File: config.mk
export PLATFORM = sky130hd
export DESIGN_NAME = debugger_line_editor
export DESIGN_NICKNAME = d
export VERILOG_FILES = /design/src/rtl/debugger_pkg.sv /design/src/rtl/debugger_echo_seq.sv /design/src/rtl/debugger_line_editor.sv
export SDC_FILE = /design/constraint.sdc
export NUM_CORES = 1
export LEC_CHECK = 0
export CORE_MARGIN = 1.5
export CORE_UTILIZATION = 42
export DETAILED_ROUTE_END_ITERATION = 10
export GPL_TIMING_DRIVEN = 0
export PLACE_DENSITY = 0.84
export RECOVER_POWER = 100
export SYNTH_ARGS = -nofsm -noshare
export SYNTH_HDL_FRONTEND = slang
export SYNTH_SLANG_ARGS = --single-unit
File: constraint.sdc
create_clock -name CLK -period 2.4 [get_ports CLK]
set_input_delay 0.48 -clock CLK [delete_from_list [all_inputs] [get_ports CLK]]
set_output_delay 0.48 -clock CLK [all_outputs]
set_load 0.01 [all_outputs]
File: src/rtl/debugger_pkg.sv
// Shared character codes, status encoding and state types for the debugger line editor.
package debugger_pkg;

    localparam logic [7:0] CHAR_CR  = 8'h0D;
    localparam logic [7:0] CHAR_LF  = 8'h0A;
    localparam logic [7:0] CHAR_BS  = 8'h08;
    localparam logic [7:0] CHAR_DEL = 8'h7F;
    localparam logic [7:0] CHAR_ESC = 8'h1B;
    localparam logic [7:0] CHAR_NAK = 8'h15;
    localparam logic [7:0] CHAR_BEL = 8'h07;
    localparam logic [7:0] CHAR_SP  = 8'h20;

    typedef enum logic [1:0] {
        LS_OK     = 2'd0,
        LS_CANCEL = 2'd1,
        LS_ABORT  = 2'd2
    } line_status_t;

    typedef enum logic [2:0] {
        ST_IDLE,
        ST_RUN,
        ST_GAP,
        ST_ECHO,
        ST_KILL,
        ST_DONE
    } editor_state_t;

    typedef enum logic {
        TX_WAIT,
        TX_HOLD
    } tx_phase_t;

    function automatic logic is_printable(input logic [7:0] c);
        return (c >= 8'h20) && (c <= 8'h7E);
    endfunction

    function automatic logic [7:0] fold_upper(input logic [7:0] c);
        if ((c >= 8'h61) && (c <= 8'h7A)) begin
            return c - 8'h20;
        end
        return c;
    endfunction

endpackage

File: src/rtl/debugger_echo_seq.sv
// Echo byte queue (up to 3 bytes) that paces TX_START pulses against the UART busy flag.
module debugger_echo_seq
    import debugger_pkg::*;
#(
    parameter bit ENABLE = 1'b1
) (
    input  logic        CLK,
    input  logic        RESET_n,
    input  logic        LOAD_i,
    input  logic [1:0]  LOAD_CNT_i,
    input  logic [23:0] LOAD_BYTES_i,
    input  logic        FLUSH_i,
    input  logic        TX_BUSY_i,
    output logic        TX_START_o,
    output logic [7:0]  TX_DATA_o,
    output logic        EMPTY_o
);

    tx_phase_t   ph_q, ph_d;
    logic [23:0] bytes_q, bytes_d;
    logic [1:0]  cnt_q, cnt_d;
    logic        tx_start_q, tx_start_d;
    logic [7:0]  tx_data_q, tx_data_d;

    always_ff @(posedge CLK or negedge RESET_n) begin
        if (!RESET_n) begin
            ph_q       <= TX_WAIT;
            bytes_q    <= '0;
            cnt_q      <= '0;
            tx_start_q <= 1'b0;
            tx_data_q  <= '0;
        end else begin
            ph_q       <= ph_d;
            bytes_q    <= bytes_d;
            cnt_q      <= cnt_d;
            tx_start_q <= tx_start_d;
            tx_data_q  <= tx_data_d;
        end
    end

    // TX_DATA is left untouched on flush so an in-flight byte stays stable.
    always_comb begin
        ph_d       = ph_q;
        bytes_d    = bytes_q;
        cnt_d      = cnt_q;
        tx_start_d = 1'b0;
        tx_data_d  = tx_data_q;
        if (FLUSH_i) begin
            cnt_d = '0;
            ph_d  = TX_WAIT;
        end else if (LOAD_i && ENABLE) begin
            bytes_d = LOAD_BYTES_i;
            cnt_d   = LOAD_CNT_i;
        end else begin
            unique case (ph_q)
                TX_WAIT: begin
                    if ((cnt_q != 2'd0) && !TX_BUSY_i) begin
                        tx_start_d = 1'b1;
                        tx_data_d  = bytes_q[7:0];
                        bytes_d    = bytes_q >> 8;
                        cnt_d      = cnt_q - 2'd1;
                        ph_d       = TX_HOLD;
                    end
                end
                TX_HOLD: ph_d = TX_WAIT;
                default: ph_d = TX_WAIT;
            endcase
        end
    end

    assign TX_START_o = tx_start_q;
    assign TX_DATA_o  = tx_data_q;
    // Empty only once the last byte has actually left the transmitter.
    assign EMPTY_o    = !ENABLE || ((cnt_q == 2'd0) && (ph_q == TX_WAIT) && !TX_BUSY_i);

endmodule

File: src/rtl/debugger_line_editor.sv
// Console line editor: collects one command line from UART RX with echo and simple editing.
module debugger_line_editor
    import debugger_pkg::*;
#(
    parameter int unsigned COUNT     = 64,
    parameter bit          ECHO      = 1'b1,
    parameter bit          CASE_FOLD = 1'b0
) (
    input  logic                         CLK,
    input  logic                         RESET_n,
    input  logic [7:0]                   RX_DATA,
    input  logic                         RX_READY,
    output logic                         RX_READ,
    output logic [7:0]                   TX_DATA,
    output logic                         TX_START,
    input  logic                         TX_BUSY,
    input  logic                         REQ_n,
    output logic [8*COUNT-1:0]           DATA,
    output logic [$clog2(COUNT+1)-1:0]   LENGTH,
    output logic [1:0]                   STATUS,
    output logic                         ACK_n
);

    localparam int unsigned LW = $clog2(COUNT + 1);
    localparam int unsigned AW = $clog2(COUNT);
    localparam logic [LW-1:0] LEN_MAX = LW'(COUNT);

    editor_state_t state_q, state_d;
    editor_state_t ret_q, ret_d;
    logic [LW-1:0] len_q, len_d;
    line_status_t  status_q, status_d;
    logic          ack_n_q, ack_n_d;
    logic          rx_read_q, rx_read_d;

    logic [7:0]    line_q [COUNT];
    logic          buf_we;
    logic [7:0]    rx_char;

    logic          q_load, q_flush, echo_empty;
    logic [1:0]    q_cnt;
    logic [23:0]   q_bytes;

    always_ff @(posedge CLK or negedge RESET_n) begin
        if (!RESET_n) begin
            state_q   <= ST_IDLE;
            ret_q     <= ST_RUN;
            len_q     <= '0;
            status_q  <= LS_OK;
            ack_n_q   <= 1'b1;
            rx_read_q <= 1'b0;
        end else begin
            state_q   <= state_d;
            ret_q     <= ret_d;
            len_q     <= len_d;
            status_q  <= status_d;
            ack_n_q   <= ack_n_d;
            rx_read_q <= rx_read_d;
        end
    end

    always_ff @(posedge CLK) begin
        if (buf_we) begin
            line_q[len_q[AW-1:0]] <= rx_char;
        end
    end

    always_comb begin
        rx_char = CASE_FOLD ? fold_upper(RX_DATA) : RX_DATA;
    end

    // ret_q holds where to go once the echo queue drains (RUN, KILL or DONE).
    always_comb begin
        state_d   = state_q;
        ret_d     = ret_q;
        len_d     = len_q;
        status_d  = status_q;
        rx_read_d = 1'b0;
        buf_we    = 1'b0;
        q_load    = 1'b0;
        q_cnt     = '0;
        q_bytes   = '0;
        q_flush   = 1'b0;

        unique case (state_q)
            ST_IDLE: begin
                if (!REQ_n) begin
                    len_d    = '0;
                    status_d = LS_OK;
                    state_d  = ST_RUN;
                end
            end
            ST_DONE: begin
                if (REQ_n) begin
                    state_d = ST_IDLE;
                end
            end
            default: begin
                if (REQ_n) begin
                    status_d = LS_ABORT;
                    q_flush  = 1'b1;
                    state_d  = ST_IDLE;
                end else begin
                    unique case (state_q)
                        ST_RUN: begin
                            if (RX_READY) begin
                                rx_read_d = 1'b1;
                                ret_d     = ST_RUN;
                                state_d   = ST_GAP;
                                if (is_printable(RX_DATA)) begin
                                    q_load = 1'b1;
                                    q_cnt  = 2'd1;
                                    if (len_q < LEN_MAX) begin
                                        buf_we  = 1'b1;
                                        len_d   = len_q + LW'(1);
                                        q_bytes = {16'h0000, rx_char};
                                    end else begin
                                        q_bytes = {16'h0000, CHAR_BEL};
                                    end
                                end else if ((RX_DATA == CHAR_BS) || (RX_DATA == CHAR_DEL)) begin
                                    q_load = 1'b1;
                                    if (len_q != '0) begin
                                        len_d   = len_q - LW'(1);
                                        q_cnt   = 2'd3;
                                        q_bytes = {CHAR_BS, CHAR_SP, CHAR_BS};
                                    end else begin
                                        q_cnt   = 2'd1;
                                        q_bytes = {16'h0000, CHAR_BEL};
                                    end
                                end else if (RX_DATA == CHAR_NAK) begin
                                    ret_d = ST_KILL;
                                end else if ((RX_DATA == CHAR_CR) || (RX_DATA == CHAR_ESC)) begin
                                    q_load  = 1'b1;
                                    q_cnt   = 2'd2;
                                    q_bytes = {8'h00, CHAR_LF, CHAR_CR};
                                    ret_d   = ST_DONE;
                                    if (RX_DATA == CHAR_ESC) begin
                                        len_d    = '0;
                                        status_d = LS_CANCEL;
                                    end
                                end
                            end
                        end
                        ST_GAP: begin
                            state_d = echo_empty ? ret_q : ST_ECHO;
                        end
                        ST_ECHO: begin
                            if (echo_empty) begin
                                state_d = ret_q;
                            end
                        end
                        ST_KILL: begin
                            if (len_q == '0) begin
                                state_d = ST_RUN;
                            end else begin
                                len_d   = len_q - LW'(1);
                                q_load  = 1'b1;
                                q_cnt   = 2'd3;
                                q_bytes = {CHAR_BS, CHAR_SP, CHAR_BS};
                                ret_d   = ST_KILL;
                                state_d = ST_ECHO;
                            end
                        end
                        default: state_d = ST_IDLE;
                    endcase
                end
            end
        endcase

        ack_n_d = (state_d != ST_DONE);
    end

    always_comb begin
        for (int unsigned i = 0; i < COUNT; i++) begin
            DATA[8*i +: 8] = line_q[i];
        end
    end

    debugger_echo_seq #(
        .ENABLE(ECHO)
    ) u_echo (
        .CLK          (CLK),
        .RESET_n      (RESET_n),
        .LOAD_i       (q_load),
        .LOAD_CNT_i   (q_cnt),
        .LOAD_BYTES_i (q_bytes),
        .FLUSH_i      (q_flush),
        .TX_BUSY_i    (TX_BUSY),
        .TX_START_o   (TX_START),
        .TX_DATA_o    (TX_DATA),
        .EMPTY_o      (echo_empty)
    );

    assign RX_READ = rx_read_q;
    assign LENGTH  = len_q;
    assign STATUS  = status_q;
    assign ACK_n   = ack_n_q;

endmodule
---- Word level (Yosys, flattened, before mapping) ----
Memory sizes are Yosys's and may differ from the RTL's.
Cells that the tools add are included.
word-level totals
  memories kept ........................... 1
  output and inout port bits .............. 532
  logic and storage cells ................. 175
  register bits ........................... 53
  memory bits (writable) .................. 512
memories
  memory  words  width  rd ports  clocked after Yosys merged registers in  wr ports  RTL line                    text
  line_q  64     8      64        0                                        1         debugger_line_editor.sv:35  logic [7:0] line_q [COUNT];
cells by class
  $lt $le $gt $ge ......................... 3
  equal/unequal tests ..................... 27
  bitwise operators ....................... 6
  $add $sub $neg .......................... 3
  reduce and logical (&&, ||, !) cells .... 27
  multiplexer cells ....................... 97
operators with widths
  kind                  count
  $mux W24              8
  $mux W7               11
  $pmux W24 S2          1
  $mux W2               23
  $mux W20              2
  $mux W3               12
  $mux W1               28
  $pmux W7 S2           2
  $mux W12              2
  $ne A5 B5 Y1 const B  4
  $reduce_bool A3 Y1    6
  $eq A8 B4 Y1 const B  2
  $eq A8 B5 Y1 const B  2
  $ne A3 B2 Y1 const B  4
  $pmux W3 S2           2
  $pmux W3 S4           1
  $reduce_and A10 Y1    1
  $ne A3 B3 Y1 const B  3
  $reduce_and A9 Y1     1
  $eq A8 B7 Y1 const B  1
  $ge A8 B6 Y1 const B  1
  $le A8 B7 Y1 const B  1
  $mux W8               1
  $ne A2 B2 Y1 const B  4
  25 further kinds      40

---- Depth between registers and ports, before layout ----
Gate-level depths: netlist of run 1.
  depth in word-level cells ............... 12
  depth in mapped cells ................... 10
  depth with buffers taken out ............ 8

---- By module ----
A second synthesis of run 1 with hierarchy kept.
unflattened totals
  cells, all modules ...................... 898
  area, all modules ....................... 18859.3 µm²
by module, submodules not included
  module                sequential area each (µm²)  cells each  area an instance (µm²)  instances
  debugger_line_editor  15777.6                     788         17251.5                 1
  debugger_echo_seq     900.9                       110         1607.8                  1

---- Worst setup path after synthesis of run 1 ----
No wires, ideal clock.
  kind .................................... register to register
  start point ............................. register state_q[2]
  end point ............................... memory line_q[0][0], enable pin
  stages on the path, launching flop included .. 8
  library setup time ...................... 0.383 ns
  arrival ................................. 2.186 ns
  clock period less this slack ............ 2.570 ns
  slack ................................... -0.170 ns
  path through ............................ dfrtp_1 -> buf_2 -> nand4bb_4 -> nor2_2 -> nor4b_2 -> and2b_1 -> nand2_1 -> nor3_1
between the ends
  word-level cells in the longest chain between the ends .. 6
  elaborated cells on any way between the ends .. 9
  classes of those cells .................. 2 x eq/ne; 5 x mux; 2 x reduce/logical
ends and longest elaborated chain
  item                             RTL line                     text
  from (decl)                      debugger_line_editor.sv:28   editor_state_t state_q, state_d;
  from (signal assigned)           debugger_line_editor.sv:52   state_q <= state_d;
  $eq A3 B1 Y1                     debugger_line_editor.sv:103  unique case (state_q)
  $mux W1                          debugger_line_editor.sv:103
  $mux W1                          debugger_line_editor.sv:98   if (REQ_n) begin
  $mux W1 *                        debugger_line_editor.sv:84   unique case (state_q)
  $mux W1 *                        debugger_line_editor.sv:62   if (buf_we) begin
  $mux W1 (not written as such) *  debugger_line_editor.sv:63   line_q[len_q[AW-1:0]] <= rx_char;
  to (decl)                        debugger_line_editor.sv:35
Mark *: on every way between the ends. The rest lies on a longest branch, timed or not.

---- Worst setup path in the final report of run 1 ----
  start point ............................. register len_q[0], in the netlist LENGTH[0]
  end point ............................... register u_echo.tx_data_q[1], in the netlist u_echo.TX_DATA_o[1]
between the ends
  word-level cells in the longest chain between the ends .. 7
ends and longest elaborated chain
  item                         RTL line                     text
  from (decl)                  debugger_line_editor.sv:30   logic [LW-1:0] len_q, len_d;
  from (signal assigned)       debugger_line_editor.sv:54   len_q <= len_d;
  $logic_not A7 Y1             debugger_line_editor.sv:152  if (len_q == '0) begin
  $mux W1                      debugger_line_editor.sv:152
  $pmux W1 S2                  debugger_line_editor.sv:103
  $mux W1                      debugger_line_editor.sv:98
  $mux W1                      debugger_line_editor.sv:84
  $not A1 Y1 (no line)         -
  $reduce_and A4 Y1 (no line)  -
  to (signal assigned)         debugger_echo_seq.sv:37      tx_data_q <= tx_data_d;
  to (decl)                    debugger_echo_seq.sv:23      logic [7:0] tx_data_q, tx_data_d;
No other way between the ends.
A chain may end at the register's enable or synchronous reset.

==> results_dict.tcl, run 1 <==
set metrics [dict create \
    status "finished with violations" \
    violations "capacitance limit, slew limit" \
    coreArea_um2 42320 \
    first_global_vias 11040 \
    cts_made_buffers 52 \
    cp.arrival_ns 2.84 \
    areaGrowthSynthToFinish_pct 49.86 \
    grt_pass1_wl_um 76470 \
    worst_setup_path_end_kind "flop" \
    dp_hpwl_um 33870 \
    drc 0 \
    ys_ff_latch 551 \
    synth-edff-count 512 \
    path_depth 9 \
    r2r_cells 9 \
    n_antenna_cell 0 \
    p_sw_mw 4.812 \
    yosys_warnings 0 \
    fin_crit_ns 2.373 \
    clk_pin_slew_ns 0.06 \
    pre_cts_ws_ns -1.992 \
    cts_tree "yes" \
    period_share_pct 98.85 \
    whs_path_depth 1 \
    max_stage_delay_ns 0.43 \
    rows 75 \
    cap_viol_max_count 1 \
    finalHoldViolCount 0 \
    clock_skew_ns 0.02484 \
    drt_wl_total_um 54910 \
    layout_setup_ws_ns 0.02750 \
    worstPathRequired_ns 2.87 \
    stdcell_count 2107 \
    cp_slowest_cell "dfrtp_2" \
    max_freq_mhz 421.5 \
    drtPass1Iterations 5 \
    syn-cell-area_um2 18150 \
    ir_drop_uv 656.3 \
    synth_area_per_cell_um2 21.46 \
    synth_nets 862 \
    n_fill_cell 2674 \
    path_delay_family "simple AND/OR/NAND/NOR gates" \
    grt-ovfl-total 0 \
    die_w_um 210.9 \
    insertion_delay_ns 0.59 \
    ys_types 69 \
    finalNetCount 1504 \
    fin_area_um2 27200 \
    final_common_cell "dlygate4sd3_1" \
    slew_headroom_pct -43.82 \
    syn_inst 846 \
    internal_power_mw 15.48 \
    setup_violations 0 \
    cts_sinks 551 \
    min_path_type "in2reg" \
    synth_ff_type "edfxtp_1" \
    pwr-share-seq_pct 52.8 \
    path_class "reg2reg" \
    worst-path-buf-inv 2 \
    place_inst 1967 \
    cp_max_fo 5 \
    critPathLaunchType "flop" \
    synth_seq_area_share_pct 90.09 \
    start_util_pct 42.89 \
    gp_congestion 0.8771 \
    postLayoutCoreUtil_pct 64.28 \
    ant_nets 0 \
    layout_common_cells "526 x dlygate4sd3_1, 512 x edfxtp_1, 56 x nor2_4" \
    routed-via-count 10830 \
    finalHoldWorstSlack_ns 0.3264 \
    powerDensity_nw_per_um2 745.8 \
    combPwrFrac_pct 9.1 \
    via_per_inst 5.141 \
    track_usage_pct 23.94 \
    fin_tns_setup_ns 0 \
    port_buffers 544 \
    cp_cell_sequence "clkinv_4 -> ha_4 -> or3b_4 -> nor2_4 -> nor2_1 -> o41ai_2 -> nor2b_4 -> buf_6 -> mux2_4" \
    totalPowerFinal_mw 20.29 \
    synthArstFlopShare_pct 7.078 \
    p_sw_share_pct 23.72 \
    cts-root-buf "clkbuf_16" \
    die_area_um2 44480 \
    clockBufferDepth 3 \
    antenna_found_initial 0 \
    worst_slew_pin_slew_ns 2.157 \
    pwr-share-clk_pct 38.1 \
    fp.dieH_um 210.9 \
    slew_violations 40 \
    dr.first_iter.drc_count 895 \
    wire_per_inst_um 26.06 \
    htree_levels 2 \
    pin_count 545 \
    grt_max_degree 71 \
    drive_above_1_share_pct 16.60 \
    p_leak_nw 9.190 \
    place_area_um2 24360 \
]
power groups by stage:
stage          clock network [mW]  logic [mW]  registers (mW)
6_report                     7.72        1.84            10.7
5_1_grt                      8.17        1.96            10.7
4_1_cts                      7.79        1.74            10.7
3_5_place_dp                    0        1.44            10.9
3_3_place_gp                    0        1.42            11.0
2_1_floorplan                   0       0.712            11.0
final timing paths:
check	startpoint	end	slack [ns]
setup / recovery	LENGTH[0]	u_echo.TX_DATA_o[1]	0.03
hold / removal	RX_DATA[7]	line_q[14][7]	0.33
setup reg to reg	LENGTH[0]	u_echo.TX_DATA_o[1]	0.03
hold reg to reg	ret_q[0]	ret_q[0]	0.50
max in group asynchronous	RESET_n	LENGTH[0]	0.49
min in group asynchronous	RESET_n	u_echo.TX_DATA_o[7]	0.52
cell type report:
| type | count | area (um^2) | share of cell area, % |
|---|---|---|---|
| inverters | 10 | 47.55 | 0.1748 |
| repair buffers | 590 | 6061 | 22.28 |
| clock buffers | 67 | 1391 | 5.115 |
| clock inverters | 29 | 198.9 | 0.7313 |
| plain buffers | 15 | 87.58 | 0.3220 |
| flip-flops and latches | 551 | 16360 | 60.13 |
| multi-input cells | 268 | 2338 | 8.596 |
| well taps | 577 | 721.9 | 2.654 |
layer usage:
layer | share of wire [%] | routed length [um] | global-route usage (%) | vias up
met5 | 0 | 0 | 0 | -
met3 | 8.2 | 4489 | 6.899 | 112
met4 | 3.7 | 2014 | 9.606 | 0
li1 | - | - | - | 4624
met2 | 52 | 28810 | 42.60 | 630
met1 | 36 | 19590 | 27.08 | 5466
repair_timing:
action                     4_1_cts  5_1_grt
hold buffers                     0        0
setup endpoints to repair      535      505
setup buffers                   35       10
pin swaps                       34        6
gates resized for setup        154       29
cloned                           1        0
sequential cells by signal, indices dropped and copies added, names as in the netlist:
name	flops
ret_q	2
line_q	512
STATUS	2
LENGTH	7
u_echo.TX_DATA_o	8
ACK_n	1
u_echo.cnt_q	2
u_echo.TX_START_o	1
u_echo.bytes_q	11
u_echo.ph_q	1
RX_READ	1
state_q	3
cells in the mapped netlist (3+ instances only):
cell type	number	share of area, %
edfxtp_1	512	85
nor2_1	75	1.6
dfrtp_1	37	5.1
nand2_1	29	0.60
nand3_1	17	0.47
a21oi_1	15	0.41
nor3_1	13	0.36
inv_1	9	0.19
mux2_4	8	0.66
o21ai_0	8	0.22
clkbuf_1	7	0.14
o31ai_1	6	0.25
a31oi_1	5	0.17
buf_2	5	0.14
nor2b_1	5	0.17
o21ai_1	5	0.14
and2_1	4	0.14
and3_1	4	0.14
mux2_2	4	0.25
o21bai_1	4	0.17
a211oi_1	3	0.12
a22o_1	3	0.14
ha_1	3	0.21
nand4_1	3	0.10
xnor2_1	3	0.14
xor2_1	3	0.14
worst reg2reg max path, cell delays in order (launching register included):
cell and delay [ns]:
dfrtp_2 0.43, clkinv_4 0.06, ha_4 0.15, or3b_4 0.43, nor2_4 0.14, nor2_1 0.07
o41ai_2 0.26, nor2b_4 0.25, buf_6 0.16, mux2_4 0.31
cell families (layout without fill, tap and decap cells):
kind of cell | Yosys count | after routing | share of synthesized area [%]
AO/OA/AOI/OAI | 76 | 76 | 2.985
XOR/XNOR | 6 | 6 | 0.2895
adder cells (fa/ha/maj) | 3 | 3 | 0.2068
buffers and inverters | 27 | 711 | 0.7168
flip-flops | 551 | 551 | 90.09
multiplexers | 12 | 12 | 0.9099
AND/OR/NAND/NOR | 171 | 171 | 4.804
Note: power is estimated with default switching activity, not from simulation.
==> inputs of run 2 (changes only) <==
Settings changed: RECOVER_POWER 100 to not set.
==> results_dict.tcl, run 2 (synthesis gave the netlist of run 1 again) <==
set metrics [dict create \
    cp.arrival_ns 2.85 \
    cts-root-buf "clkbuf_16" \
    drtPass1Iterations 5 \
    slew_headroom_pct 39.82 \
    coreArea_um2 42320 \
    die_w_um 210.9 \
    worst_setup_path_end_kind "flop" \
    fin_area_um2 27260 \
    path_class "reg2reg" \
    dr.first_iter.drc_count 913 \
    htree_levels 2 \
    path_depth 9 \
    grt_max_degree 71 \
    fp.dieH_um 210.9 \
    via_per_inst 5.160 \
    status "completed" \
    p_leak_nw 9.004 \
    clk_pin_slew_ns 0.06 \
    worst-path-buf-inv 2 \
    insertion_delay_ns 0.60 \
    routed-via-count 10870 \
    drt_wl_total_um 55040 \
    wire_per_inst_um 26.12 \
    cp_cell_sequence "clkinv_4 -> ha_4 -> or3b_4 -> nor2_4 -> nor2_1 -> o41ai_2 -> nor2b_4 -> buf_6 -> mux2_4" \
    finalNetCount 1504 \
    clockBufferDepth 3 \
    postLayoutCoreUtil_pct 64.41 \
    drive_above_1_share_pct 17.06 \
    powerDensity_nw_per_um2 746.3 \
    n_antenna_cell 0 \
    pre_cts_ws_ns -1.992 \
    port_buffers 544 \
    min_path_type "in2async" \
    cp-endpoint "u_echo.TX_DATA_o[1]" \
    path_delay_family "simple AND/OR/NAND/NOR gates" \
    place_area_um2 24360 \
    critPathLaunchType "flop" \
    die_area_um2 44480 \
    cts_tree "yes" \
    grt-ovfl-total 0 \
    antenna_found_initial 0 \
    largest_reg_flops 512 \
    crit_start "LENGTH[0]" \
    first_global_vias 11040 \
    pin_count 545 \
    clock_skew_ns 0.02939 \
    cap_viol_max_count 0 \
    dp_hpwl_um 33870 \
    max_stage_delay_ns 0.43 \
    n_fill_cell 2668 \
    grt_pass1_wl_um 76470 \
    gp_congestion 0.8771 \
    max_freq_mhz 420.9 \
    cp_max_fo 5 \
    layout_common_cells "535 x clkdlybuf4s50_1, 512 x edfxtp_1, 62 x nor2_4" \
    cts_sinks 551 \
    cp_slowest_cell "dfrtp_2" \
    slew_violations 0 \
    worstReg2RegEnd "u_echo.TX_DATA_o[1]" \
    fin_tns_setup_ns 0 \
    ant_nets 0 \
    ir_drop_uv 655.4 \
    r2r_slack_ns 0.02 \
    cts_made_buffers 52 \
    regToRegStartpoint "LENGTH[0]" \
    track_usage_pct 23.94 \
    r2r_cells 9 \
    areaGrowthSynthToFinish_pct 50.17 \
    period_share_pct 99.00 \
    final_common_cell "clkdlybuf4s50_1" \
    rows 75 \
    cts-hold-fix-buffers 0 \
    finalHoldViolCount 0 \
    drc 0 \
    worstPathRequired_ns 2.87 \
    fin_crit_ns 2.376 \
    worst_slew_pin_slew_ns 0.9027 \
    start_util_pct 42.89 \
    layout_setup_ws_ns 0.02391 \
    setup_violations 0 \
]
run 2: cell types whose count changed in the layout (fill, tap and decap cells not counted), moves of 2 or more:
| cell | before | now |
|---|---|---|
| dlygate4sd3_1 | 526 | 0 |
| nor2_2 | 2 | 0 |
| nor2_1 | 19 | 15 |
| nor2_4 | 56 | 62 |
| clkbuf_1 | 17 | 14 |
| clkdlybuf4s50_1 | 9 | 535 |
run 2: worst min path at each step:
stage	start	end	slack [ns]	cells after the start
2_1_floorplan	RESET_n	LENGTH[0]	0.18	0
3_3_place_gp	ret_q[0]	ret_q[0]	0.48	2
3_5_place_dp	ret_q[0]	ret_q[0]	0.48	2
4_1_cts	RESET_n	u_echo.bytes_q[6]	0.007	1
5_1_grt	RESET_n	u_echo.TX_DATA_o[7]	0.07	1
6_report	RESET_n	u_echo.TX_DATA_o[7]	0.01	1
run 2: power breakdown:
| group | leakage (nW) | internal, mW | total (mW) | switching [mW] |
|---|---|---|---|---|
| registers | 5.12 | 10.6 | 10.7 | 0.0923 |
| logic | 3.10 | 0.641 | 1.89 | 1.25 |
| clock network | 0.784 | 4.23 | 7.73 | 3.51 |
| total | 9.00 | 15.5 | 20.3 | 4.84 |
run 2: routing by layer:
layer | GRT usage, % | wire (um) | vias to the layer above
li1 | - | - | 4617
met1 | 27.08 | 19430 | 5497
met2 | 42.60 | 28790 | 642
met3 | 6.899 | 4634 | 116
met4 | 9.606 | 2194 | 0
met5 | 0 | 0 | -
run 2: worst register-to-register path, cell delays in order, from the launching register on:
cell	delay, ns
dfrtp_2	0.43
clkinv_4	0.06
ha_4	0.15
or3b_4	0.43
nor2_4	0.14
nor2_1	0.07
o41ai_2	0.26
nor2b_4	0.24
buf_6	0.16
mux2_4	0.31
run 2: cell type report:
class                   count  area, um^2  area share [%]
multi-input cells         268        2389           8.763
flip-flops and latches    551       16360           60.01
repair buffers            590        6066           22.25
inverters                  10       47.55          0.1744
well taps                 577       721.9           2.648
clock inverters            29       198.9          0.7298
plain buffers              15       87.58          0.3213
clock buffers              67        1391           5.104
run 2: repair_timing:
action                     CTS  global route
setup endpoints to repair  535           505
cloned                       1             0
resized for setup          154            29
pin swaps                   34             6
setup buffers               35            10
run 2: per-stage QoR:
stage                     power, mW  instances  hold WS, ns
after global routing          20.91       2107      0.06519
after detailed placement      12.38       1967       0.4828
after floorplan               11.67        846       0.1844
after CTS                     20.25       2099     0.007102
final                         20.34       2107      0.01208
after global placement        12.38       1967       0.4824
